### src/rtl/mult_seq_ctrl.sv
// Multi-cycle WIDTHxWIDTH -> 2*WIDTH multiply sequencer (MULT/MULTU into HI/LO).
// All arithmetic is done on one external WIDTH-bit adder driven through add_a/add_b;
// the sequencer only steers operands and captures add_sum into its registers.
// add_a/add_b are combinational because the adder result is consumed in the same cycle.
module mult_seq_ctrl #(
    parameter int unsigned WIDTH = 32
) (
    input  logic             clk,
    input  logic             rst_n,
    input  logic             start,
    input  logic             signed_op,
    input  logic [WIDTH-1:0] op_a,
    input  logic [WIDTH-1:0] op_b,
    output logic [WIDTH-1:0] add_a,
    output logic [WIDTH-1:0] add_b,
    input  logic [WIDTH-1:0] add_sum,
    output logic             busy,
    output logic             done,
    output logic [WIDTH-1:0] hi,
    output logic [WIDTH-1:0] lo
);

    localparam int unsigned CNT_W = $clog2(WIDTH);

    typedef enum logic [2:0] {
        S_IDLE   = 3'd0,
        S_NEG_A  = 3'd1,
        S_NEG_B  = 3'd2,
        S_MUL    = 3'd3,
        S_NEG_LO = 3'd4,
        S_NEG_HI = 3'd5,
        S_DONE   = 3'd6
    } state_e;

    state_e             state_q, state_d;
    logic [WIDTH-1:0]   mcand_q, mcand_d;
    logic [WIDTH-1:0]   hi_q, hi_d;
    logic [WIDTH-1:0]   lo_q, lo_d;     // holds the multiplier until MUL shifts it out
    logic [CNT_W-1:0]   cnt_q, cnt_d;
    logic               neg_q, neg_d;   // final product must be negated
    logic               bneg_q, bneg_d; // multiplier needs negating before MUL
    logic               cz_q, cz_d;     // low word negated to zero: carry into high word
    logic               busy_q, busy_d;
    logic               done_q, done_d;
    logic               mul_carry;

    // Adder carry-out: the sum wrapped below its A operand.
    assign mul_carry = (add_sum < hi_q);

    assign busy = busy_q;
    assign done = done_q;
    assign hi   = hi_q;
    assign lo   = lo_q;

    // State and datapath registers, cleared asynchronously.
    always_ff @(posedge clk or negedge rst_n) begin
        if (!rst_n) begin
            state_q <= S_IDLE;
            mcand_q <= '0;
            hi_q    <= '0;
            lo_q    <= '0;
            cnt_q   <= '0;
            neg_q   <= 1'b0;
            bneg_q  <= 1'b0;
            cz_q    <= 1'b0;
            busy_q  <= 1'b0;
            done_q  <= 1'b0;
        end else begin
            state_q <= state_d;
            mcand_q <= mcand_d;
            hi_q    <= hi_d;
            lo_q    <= lo_d;
            cnt_q   <= cnt_d;
            neg_q   <= neg_d;
            bneg_q  <= bneg_d;
            cz_q    <= cz_d;
            busy_q  <= busy_d;
            done_q  <= done_d;
        end
    end

    // Next-state, adder operand steering and register updates.
    always_comb begin
        state_d = state_q;
        mcand_d = mcand_q;
        hi_d    = hi_q;
        lo_d    = lo_q;
        cnt_d   = cnt_q;
        neg_d   = neg_q;
        bneg_d  = bneg_q;
        cz_d    = cz_q;
        add_a   = '0;
        add_b   = '0;

        unique case (state_q)
            S_IDLE: begin
                if (start) begin
                    mcand_d = op_a;
                    lo_d    = op_b;
                    hi_d    = '0;
                    cnt_d   = '0;
                    neg_d   = signed_op & (op_a[WIDTH-1] ^ op_b[WIDTH-1]);
                    bneg_d  = signed_op & op_b[WIDTH-1];
                    if (signed_op && op_a[WIDTH-1]) begin
                        state_d = S_NEG_A;
                    end else if (signed_op && op_b[WIDTH-1]) begin
                        state_d = S_NEG_B;
                    end else begin
                        state_d = S_MUL;
                    end
                end
            end

            S_NEG_A: begin
                add_a   = ~mcand_q;
                add_b   = WIDTH'(1);
                mcand_d = add_sum;
                state_d = bneg_q ? S_NEG_B : S_MUL;
            end

            S_NEG_B: begin
                add_a   = ~lo_q;
                add_b   = WIDTH'(1);
                lo_d    = add_sum;
                state_d = S_MUL;
            end

            // One shift-add step per cycle; the 33-bit sum shifts right into {hi,lo}.
            S_MUL: begin
                add_a          = hi_q;
                add_b          = lo_q[0] ? mcand_q : '0;
                {hi_d, lo_d}   = {mul_carry, add_sum, lo_q[WIDTH-1:1]};
                cnt_d          = cnt_q + CNT_W'(1);
                if (cnt_q == CNT_W'(WIDTH - 1)) begin
                    state_d = neg_q ? S_NEG_LO : S_DONE;
                end
            end

            S_NEG_LO: begin
                add_a   = ~lo_q;
                add_b   = WIDTH'(1);
                lo_d    = add_sum;
                cz_d    = (add_sum == '0);
                state_d = S_NEG_HI;
            end

            S_NEG_HI: begin
                add_a   = ~hi_q;
                add_b   = WIDTH'(cz_q);
                hi_d    = add_sum;
                state_d = S_DONE;
            end

            S_DONE: begin
                state_d = S_IDLE;
            end

            default: begin
                state_d = S_IDLE;
            end
        endcase
    end

    // Status flags are registered from the upcoming state.
    always_comb begin
        busy_d = (state_d != S_IDLE);
        done_d = (state_d == S_DONE);
    end

endmodule
### config.mk
export PLATFORM = sky130hd
export DESIGN_NAME = mult_seq_ctrl
export DESIGN_NICKNAME = d
export VERILOG_FILES = /design/src/rtl/mult_seq_ctrl.sv
export SDC_FILE = /design/constraint.sdc
export NUM_CORES = 1
export LEC_CHECK = 0
export ABC_CLOCK_PERIOD_IN_PS = 1560
export CORE_ASPECT_RATIO = 1.75
export CORE_MARGIN = 8
export CORE_UTILIZATION = 43
export CTS_CLUSTER_SIZE = 40
export DETAILED_ROUTE_END_ITERATION = 8
export PLACE_DENSITY = 0.84
export SYNTH_ARGS = -nofsm -noshare
export SYNTH_HDL_FRONTEND = slang
export SYNTH_SLANG_ARGS = --single-unit
### constraint.sdc
create_clock -name clk -period 1.56 [get_ports clk]
set_input_delay 0.312 -clock clk [delete_from_list [all_inputs] [get_ports clk]]
set_output_delay 0.312 -clock clk [all_outputs]
set_load 0.05 [all_outputs]
==> results of run 1 <==
[cells by family after synthesis]
family / count (synthesis)
AO/OA/AOI/OAI: 289
AND/OR/NAND/NOR: 244
buffers and inverters: 136
flip-flops: 109
adder cells (fa/ha/maj): 33
multiplexers: 32
XOR/XNOR: 1
[cell usage after synthesis (all sizes together)]
| cell type | n |
|---|---|
| o311ai | 1 |
| nor2b | 1 |
| a22oi | 32 |
| buf | 36 |
| mux2i | 32 |
| nand4 | 10 |
| nand2 | 78 |
| o22ai | 33 |
| a31oi | 35 |
| and3b | 2 |
| a21o | 32 |
| and3 | 33 |
| o211ai | 2 |
| nand2b | 6 |
| dfrtp | 109 |
| nor2 | 92 |
| a221oi | 14 |
| inv | 65 |
| xor2 | 1 |
| or2 | 2 |
| nor3 | 2 |
| o221ai | 1 |
| nor3b | 1 |
| nand3b | 1 |
| a22o | 2 |
| and2 | 1 |
| nor4 | 9 |
| a21oi | 55 |
| clkbuf | 35 |
| o21ai | 45 |
| o41ai | 2 |
| ha | 33 |
| o21bai | 1 |
| a222oi | 31 |
| a211o | 3 |
| nor4b | 1 |
| nand3 | 4 |
| or3 | 1 |
[per-layer routing]
metal  GRT overflow  global-route usage [%]
met5              0                    16.3
met4            240                     101
met3              3                    68.3
met2            688                     111
met1              2                    77.7
[metrics by stage]
step | instance area (um2) | cells | hold WS, ns | worst slack (ns) | util, %
4_1_cts | 14500 | 1420 | 0.444 | -0.631 | 89.1
3_5_place_dp | 13100 | 1370 | 0.254 | -0.728 | 80.1
3_3_place_gp | 13100 | 1370 | 0.253 | -0.680 | 80.1
2_1_floorplan | 8130 | 844 | 0.0164 | -0.242 | -
[what timing repair did]
item                                    CTS
endpoints found under the setup margin  172
pin swaps                                31
hold endpoints to repair                 19
resized for setup                       149
cloned                                   11
setup buffers                            24
hold buffers                              1
==> impl_summary.txt, run 1 <==
----------------------------------------------------
[Clock tree]
  Clock buffer count from CTS ... 9
  Clock Tree Buf Depth ... 2
  H-tree levels ... 3
  TritonCTS Sinks ... 109
  Buffer type at the clock tree root ... sky130_fd_sc_hd__clkbuf_16

[Placement]
  Placed wire-length estimate ... approximately 27 mm
  Placer Congestion ... 0.902
  PortBufs ... roughly 230

[Logic synthesis]
  Multiplexer share of the synthesized area ... under 10%
  Netlist Area Pre-Place ... just over 0.007 mm2
  Largest area contributor in the synthesized netlist ... sky130_fd_sc_hd__dfrtp_1
  Post-synthesis cell count ... 844
  Top cells by area, synth ... sky130_fd_sc_hd__dfrtp_1, sky130_fd_sc_hd__ha_1, sky130_fd_sc_hd__nor2_1
  Total nets after synthesis ... a little under 1000
  Mean area per synthesized cell ... 8.42 um2
  Synth Area in Compound Gates ... 27.4%
  Synthesized flop and latch total ... between 100 and 150
  Simple-gate area share of the yosys netlist ... around 16%
  Adder and majority cell fraction of the synthesized area ... between 5 and 6%
  Xor/xnor share of the synthesized area ... less than 1%
  Count of cell types in the netlist ... 42
  Yosys warning total ... 0
  Share of the synthesized area in the top cell type ... 38.4%
  Largest family of logic cells by synthesized area ... compound AO/OA/AOI/OAI gates
  Share of synthesized area occupied by flip-flops and latches ... a little under two fifths

[Run status]
  First error ... [ERROR GRT-0232] Routing congestion too high. Check the congestion heatmap in the GUI.
  Status ... did not finish
  Stopped at ... 5_1_grt

[Floorplanning]
  # IOs ... 230
  Vertical die dimension ... 186 um
  Die extent in x ... around 110 um
  Number of placement rows ... 62
  Initial core utilization ... 43.6%

[Timing]
  Type of pin the worst path ends at ... output port
  Worst_ep grt ... add_a[21]

[Global routing]
  Overall track demand over capacity in global routing ... just under 90%
  Grt ovf ... between 900 and 1000
  Maximum number of pins on one net before global-route repair ... 33

----------------------------------------------------
==> inputs of run 2 (changes only) <==
==> config.mk (replaced) <==
export PLATFORM = sky130hd
export DESIGN_NAME = mult_seq_ctrl
export DESIGN_NICKNAME = d
export VERILOG_FILES = /design/src/rtl/mult_seq_ctrl.sv
export SDC_FILE = /design/constraint.sdc
export NUM_CORES = 1
export LEC_CHECK = 0
export ABC_CLOCK_PERIOD_IN_PS = 2000
export CORE_MARGIN = 8
export CORE_UTILIZATION = 40
export DETAILED_ROUTE_END_ITERATION = 8
export PLACE_DENSITY_LB_ADDON = 0.15
export SYNTH_ARGS = -nofsm -noshare
export SYNTH_HDL_FRONTEND = slang
export SYNTH_SLANG_ARGS = --single-unit
==> constraint.sdc (replaced) <==
create_clock -name clk -period 2 [get_ports clk]
set_input_delay 0.4 -clock clk [delete_from_list [all_inputs] [get_ports clk]]
set_output_delay 0.4 -clock clk [all_outputs]
set_load 0.05 [all_outputs]
==> impl_summary.txt, run 2 <==
----------------------------------------------------
[Run status]
  Status ... finished with violations
  Violated checks ... negative setup slack

[Logic synthesis]
  Share of synthesized area occupied by flip-flops and latches ... 38.4% (unchanged)
  Commonest cells in the synthesized netlist ... sky130_fd_sc_hd__dfrtp_1, sky130_fd_sc_hd__nor2_1, sky130_fd_sc_hd__nand2_1
  Post-synthesis cell count ... 844 (unchanged)
  Count of cell types in the netlist ... 42 (unchanged)
  Yosys warning total ... 0 (unchanged)
  Top cells by area, synth ... sky130_fd_sc_hd__dfrtp_1, sky130_fd_sc_hd__ha_1, sky130_fd_sc_hd__nor2_1
  Post-synth EDFFs ... 0 (unchanged)
  Most used flip-flop cell after synthesis ... sky130_fd_sc_hd__dfrtp_1
  Total nets after synthesis ... 977 (unchanged)
  Largest area contributor in the synthesized netlist ... sky130_fd_sc_hd__dfrtp_1
  Most frequently used cell type in the post-synthesis netlist ... sky130_fd_sc_hd__dfrtp_1
  Share of flip-flops with an asynchronous set or reset ... 100% (unchanged)
  Netlist Area Pre-Place ... 0.00711 mm2 (unchanged)
  Mean area per synthesized cell ... 8.42 um2 (unchanged)
  Synthesized flop and latch total ... 109 (unchanged)
  Share of the synthesized area in the top cell type ... 38.4% (unchanged)

[Timing]
  Clock period minus final worst setup slack ... 2.31 ns
  Period Utilization, post-route ... 116%
  Final Hold Fails ... 0
  Worst clock skew ... ~0.0073 ns
  Final worst-path setup slack ... -0.312 ns
  Final Max Tran Viols ... 0
  Actual transition at the worst max-transition pin ... ~0.57 ns
  RSZ-0062 raised after global routing ... yes
  Total of endpoints with negative setup slack in the final report ... between 150 and 200
  Final worst hold slack ... between 0.4 and 0.5 ns
  Achievable frequency ... between 400 and 500 MHz
  Worst slew margin relative to its limit ... approximately 62%

[Cells and area]
  Area growth syn-to-layout ... 82.5%
  Most frequent cells in the layout ... sky130_fd_sc_hd__buf_4, sky130_fd_sc_hd__dfrtp_1, sky130_fd_sc_hd__clkdlybuf4s50_1
  Net count, final ... 1300
  Layout fillers ... 1218
  Fraction of layout instances using a drive strength above 1 ... around two fifths
  Most frequent standard cell in the layout excluding fill and tap cells ... sky130_fd_sc_hd__buf_4
  Final instance area ... ~0.013 mm2
  Number of diodes ... 0

[Placement]
  Worst slack, placed ... -0.427 ns (+0.301 ns)
  Placed wire-length estimate ... 21.5 mm (-19%)
  Dpl cell area ... 0.0112 mm2 (-14%)
  Placer Congestion ... 0.867 (-3.9%)
  PortBufs ... 229 (unchanged)

[Clock tree]
  Clock Latency Late Sink ... 0.36 ns
  Clock buffer count from CTS ... 9 (unchanged)
  CTS tree ... built
  Clock transition at the registers of the reported paths ... 0.08 ns
  Clock Tree Buf Depth ... 2 (unchanged)
  Buffer type at the clock tree root ... sky130_fd_sc_hd__clkbuf_16
  TritonCTS Sinks ... 109 (unchanged)
  H-tree levels ... 3 (unchanged)

[Floorplanning]
  # IOs ... 230 (unchanged)
  Core outline area ... 0.0174 mm2
  Die extent in x ... 149 um (+32%)
  Number of placement rows ... 48 (-23%)
  Vertical die dimension ... 149 um (-20%)
  Floorplan die area ... around 0.022 mm2
  Initial core utilization ... 40.9% (-2.7 points)

[Global routing]
  Overall track demand over capacity in global routing ... 28.2%
  Grt ovf ... 0
  Maximum number of pins on one net before global-route repair ... 45
  Initial antenna violation count ... 0
  Wire length of the first global-routing pass ... roughly 50 mm
  Via count of the first global-routing pass ... around 8600

[Worst setup path]
  Setup slack of the most critical reg-to-reg path ... -0.24 ns
  Cell depth of the worst flop-to-flop path ... 9
  Element type at the critical path end ... output pin
  Worst Path Arrival ... about 1.9 ns
  Type of origin of the critical path ... flop
  Crit path max fanout ... 7
  Worst setup path category ... reg2out
  Required time at the endpoint of the critical path ... between 1.5 and 2 ns

[Routing]
  Number of vias after detailed routing ... roughly 8500
  Vias/cell ... between 6 and 7
  Starting DRT DRC Count ... 970
  Total detailed-routing wirelength ... between 30 and 40 mm
  Total DRC errors in the routed layout ... 0
  Number of iterations in the first detailed-routing pass ... 9
  Routed wire per std cell ... around 24 um
  Remaining number of nets flagged by the antenna check after routing ... 0

[Pwr]
  Maximum VDD drop ... ~1.1 mV
  Leakage ... between 0.005 and 0.006 uW
  Power, Total ... around 24000 uW
  Power density normalized to cell area ... 1830 mW/mm2

[Worst hold path]
  Path type of the worst min-delay path ... in2async

[Job]
  Total of max-cap violations ... 0

----------------------------------------------------
==> run 2: cell counts after synthesis <==
Identical to the previous run, type by type.
==> run 2: repair_timing <==
item	in CTS	in global routing
buffers inserted	28	9
endpoints found under the setup margin	114	166
pin swaps	14	22
resized for setup	123	100
gates cloned	13	11
hold buffers	1	0
endpoints found under the hold margin	22	0
==> run 2: final timing paths <==
kind	startpoint	end
min in group clk	cnt_q[3]	cnt_q[3]
setup reg to reg	state_q[0]	hi[29]
hold / removal	rst_n	lo[28]
setup / recovery	state_q[0]	add_a[16]
hold reg to reg	cnt_q[3]	cnt_q[3]
max in group asynchronous	rst_n	mcand_q[13]
==> run 2: cell families (layout without fill, tap and decap cells) <==
| group | count (synthesis) | in the layout | synth area share [%] |
|---|---|---|---|
| xor+xnor | 1 | 1 | 0.123 |
| simple gates | 244 | 244 | 15.7 |
| fa+ha+maj | 33 | 33 | 5.81 |
| flops | 109 | 109 | 38.4 |
| buf+inv | 136 | 464 | 8.12 |
| mux | 32 | 32 | 4.51 |
| compound gates | 289 | 289 | 27.4 |
==> run 2: report_power, final <==
part           switching (uW)  internal, uW  leakage [uW]
combinational            9760          7680       0.00419
clock                     907           978      0.000138
sequential               1240          3160       0.00129
total                   11900         11800       0.00561
==> run 2: layer usage <==
layer	vias to the layer above	global-route usage, %	part of all wire (%)
met4	0	8.93	2.8
met3	76	6.16	9.9
met2	499	45.5	47
met5	-	0	0
met1	4191	36.9	40
li1	3771	-	-
==> run 2: stage by stage <==
step	util, %	TNS (ns)	cells
after floorplan	-	-0.850	844
after global placement	64.6	-9.79	1327
after detailed placement	64.6	-9.91	1327
after CTS	72.0	-24.03	1385
after global routing	74.7	-33.82	1397
final	74.7	-25.53	1397
==> run 2: worst max-delay path, cell delays in order (launching register included) <==
cell and delay, ns:
sky130_fd_sc_hd__dfrtp_2 0.55, sky130_fd_sc_hd__buf_6 0.17, sky130_fd_sc_hd__nand2b_4 0.08, sky130_fd_sc_hd__buf_6 0.15, sky130_fd_sc_hd__nor2_1 0.08, sky130_fd_sc_hd__a21oi_1 0.06
sky130_fd_sc_hd__o22ai_2 0.26, sky130_fd_sc_hd__buf_12 0.17
==> run 2: layout make-up <==
class / instances / area (um2) / share of cell area, %
Sequential cell: 109 / 2730 / 21.1
Timing Repair Buffer: 383 / 4620 / 35.6
Clock inverter: 7 / 75.1 / 0.579
Tap cell: 225 / 282 / 2.17
Multi-Input combinational cell: 599 / 4780 / 36.9
Clock buffer: 9 / 225 / 1.74
Inverter: 65 / 246 / 1.90
Power figures use the tool's default switching activity.
==> inputs of run 3 (changes only) <==
--- a/config.mk
+++ b/config.mk
@@ -6,10 +6,10 @@
 export NUM_CORES = 1
 export LEC_CHECK = 0
 export ABC_CLOCK_PERIOD_IN_PS = 2000
-export CORE_MARGIN = 8
 export CORE_UTILIZATION = 40
 export DETAILED_ROUTE_END_ITERATION = 8
 export PLACE_DENSITY_LB_ADDON = 0.15
+export RECOVER_POWER = 25
 export SYNTH_ARGS = -nofsm -noshare
 export SYNTH_HDL_FRONTEND = slang
 export SYNTH_SLANG_ARGS = --single-unit
==> constraint.sdc (replaced) <==
create_clock -name clk -period 2 [get_ports clk]
set_input_delay 0.4 -clock clk [delete_from_list [all_inputs] [get_ports clk]]
set_output_delay 0.4 -clock clk [all_outputs]
set_load 0.02 [all_outputs]
==> impl_summary.txt, run 3 (synthesis gave the netlist of run 2 again) <==
----------------------------------------------------
[Cells and area]
  Most frequent standard cell in the layout excluding fill and tap cells ... sky130_fd_sc_hd__clkdlybuf4s50_1
  Area growth syn-to-layout ... 82.7%
  Fraction of layout instances using a drive strength above 1 ... 36.3% (-2.3 points)
  Most frequent cells in the layout ... sky130_fd_sc_hd__clkdlybuf4s50_1, sky130_fd_sc_hd__buf_4, sky130_fd_sc_hd__dfrtp_1
  Net count, final ... 1361 (+4.7%)
  Number of diodes ... 0 (unchanged)

[Worst setup path]
  Element type at the critical path end ... output pin
  End point of the critical path ... add_b[18]
  Type of origin of the critical path ... flop
  Required time at the endpoint of the critical path ... 1.60 ns (about the same)
  RR Startpoint ... state_q[1]
  CP startpoint ... state_q[0]
  Setup slack of the most critical reg-to-reg path ... -0.16 ns (+0.08 ns)
  Worst setup path category ... reg2out
  Crit path max fanout ... 7 (unchanged)
  Worst Path Arrival ... 1.89 ns (-0.02 ns)
  Worst reg2reg endpoint ... hi[18]
  Cell depth of the worst flop-to-flop path ... 9 (unchanged)

[Pwr]
  Leakage ... 0.00562 uW (+0.12%)
  Portion of total power attributed to combinational logic ... 69.1% (-4.4 points)
  Sw Share ... 44.5% (-5.7 points)
  Flop pwr share ... 21.5% (+2.9 points)
  Reported net switching power ... 8860 uW (-26%)
  Clock share of power ... 9.4% (+1.5 points)
  Maximum VDD drop ... 0.803 mV (-28%)
  Internal Pwr Total ... 11100 uW (-6.5%)
  Power density normalized to cell area ... 1530 mW/mm2 (-16%)

[Floorplanning]
  Number of placement rows ... 48 (unchanged)
  # IOs ... 230 (unchanged)
  Die extent in x ... 135 um (-9.4%)
  Initial core utilization ... 41.1% (+0.14 points)
  Floorplan die area ... 0.0183 mm2 (-18%)
  Core outline area ... 0.0173 mm2 (-0.35%)
  Vertical die dimension ... 135 um (-9.4%)

[Timing]
  RSZ-0062 raised after global routing ... yes
  Achievable frequency ... 436 MHz (+0.86%)
  Worst clock skew ... 0.00833 ns (+0.00105 ns)
  Worst slew margin relative to its limit ... 46.9% (-15 points)
  Actual transition at the worst max-transition pin ... 0.797 ns (+0.230 ns)
  Period Utilization, post-route ... 115% (-0.98 points)
  Total of endpoints with negative setup slack in the final report ... 134 (-15%)
  Final Max Tran Viols ... 0 (unchanged)
  Clock period minus final worst setup slack ... 2.29 ns (-0.0197 ns)
  Total Negative Setup Slacks ... -16.13 ns (+9.40 ns)
  Final worst-path setup slack ... -0.292 ns (+0.0197 ns)
  Final Hold Fails ... 0 (unchanged)

[Clock tree]
  TritonCTS Sinks ... 109 (unchanged)
  Clock Latency Late Sink ... 0.36 ns (about the same)
  Clock transition at the registers of the reported paths ... 0.07 ns (about the same)
  Clock buffer count from CTS ... 9 (unchanged)
  Clock Tree Buf Depth ... 2 (unchanged)
  Buffer type at the clock tree root ... sky130_fd_sc_hd__clkbuf_16
  CTS tree ... built
  H-tree levels ... 3 (unchanged)

[Worst hold path]
  Hold path startpoint ... cnt_q[3]
  Path type of the worst min-delay path ... reg2reg

[Placement]
  Placed wire-length estimate ... 20.1 mm (-6.4%)
  PortBufs ... 229 (unchanged)
  Placer Congestion ... 0.856 (-1.4%)
  Worst slack, placed ... -0.480 ns (-0.0528 ns)

[Routing]
  Routed wire per std cell ... 23.1 um (-3.7%)
  Starting DRT DRC Count ... 938 (-3.3%)
  Total detailed-routing wirelength ... 33.7 mm (+0.46%)
  Number of vias after detailed routing ... 8999 (+5.4%)
  Remaining number of nets flagged by the antenna check after routing ... 0 (unchanged)
  Vias/cell ... 6.17 (+1.0%)
  Number of iterations in the first detailed-routing pass ... 9 (unchanged)
  Total DRC errors in the routed layout ... 0 (unchanged)

[Run status]
  Status ... finished with violations
  Violated checks ... negative setup slack

[Global routing]
  Grt ovf ... 0 (unchanged)
  Wire length of the first global-routing pass ... 44.6 mm (-9.4%)
  Initial antenna violation count ... 0 (unchanged)
  Maximum number of pins on one net before global-route repair ... 47 (+4.4%)
  Overall track demand over capacity in global routing ... 31.9% (+3.6 points)
  Via count of the first global-routing pass ... 8110 (-5.7%)

[Job]
  Total of max-cap violations ... 0 (unchanged)

----------------------------------------------------
run 3: cell count changes in the layout (fill, tap and decap cells not counted), moves of 16 or more:
cell,change
sky130_fd_sc_hd__a21oi_1,+16
sky130_fd_sc_hd__a21oi_2,-16
sky130_fd_sc_hd__buf_12,-51
sky130_fd_sc_hd__buf_6,+33
sky130_fd_sc_hd__clkdlybuf4s50_1,+64
sky130_fd_sc_hd__nor2_1,-20
sky130_fd_sc_hd__nor2_4,+28
run 3: what timing repair did:
action | in CTS | in global routing
hold buffers | 1 | 0
endpoints found under the hold margin | 26 | 0
gates resized for setup | 370 | 250
cloned | 5 | 19
pin swaps | 9 | 27
setup endpoints to repair | 128 | 141
setup buffers | 15 | 21
run 3: routing by layer:
layer  part of all wire (%)  up-vias  GRT usage, %  routed length (um)
met2                     46      649          50.7               15500
li1                       -     3910             -                   -
met5                      0        -             0                   0
met1                     39     4330          43.9               13200
met4                    3.9        0          11.3                1330
met3                     11      110          4.86                3690
run 3: worst max-delay path: stages (launching register included):
cell and delay [ns]:
sky130_fd_sc_hd__dfrtp_2 0.40, sky130_fd_sc_hd__buf_4 0.13, sky130_fd_sc_hd__buf_8 0.12, sky130_fd_sc_hd__and3b_4 0.32, sky130_fd_sc_hd__buf_6 0.14, sky130_fd_sc_hd__buf_12 0.13, sky130_fd_sc_hd__and3_4 0.18, sky130_fd_sc_hd__buf_6 0.11
run 3: final cells by class:
class / count / area [um2]
multi-input combinational: 601 / 4770
timing repair buffer: 442 / 4650
fill: 1193 / 4310
sequential: 109 / 2730
tap: 225 / 282
clock buffer: 13 / 250
inverter: 65 / 248
clock inverter: 3 / 45.0
run 3: how the worst min path moves through the flow:
stage	endpoint	slack [ns]	depth (start not counted)
4_1_cts	cnt_q[3]	0.49	1
5_1_grt	cnt_q[3]	0.51	1
2_1_floorplan	bneg_q	0.10	0
6_report	cnt_q[3]	0.49	1
3_3_place_gp	mcand_q[29]	0.37	1
3_5_place_dp	mcand_q[29]	0.37	1
run 3: power by group through the flow:
| stage | sequential (uW) | combinational, uW | clock [uW] |
|---|---|---|---|
| 2_1_floorplan | 4610 | 4870 | 0 |
| 3_3_place_gp | 4010 | 10600 | 0 |
| 3_5_place_dp | 4020 | 10700 | 0 |
| 4_1_cts | 4090 | 11000 | 1880 |
| 5_1_grt | 4370 | 14500 | 1960 |
| 6_report | 4280 | 13800 | 1880 |
run 3: through the flow:
stage / cells / hold slack [ns] / power (uW) / utilization, % / cell area, um2
after floorplan: 844 / 0.104 / 9480 / - / 7170
after global placement: 1382 / 0.365 / 14600 / 62.7 / 10900
after detailed placement: 1382 / 0.366 / 14700 / 62.7 / 10900
after CTS: 1419 / 0.490 / 17000 / 66.5 / 11500
after global routing: 1458 / 0.511 / 20800 / 75.1 / 13000
final: 1458 / 0.495 / 19900 / 75.1 / 13000
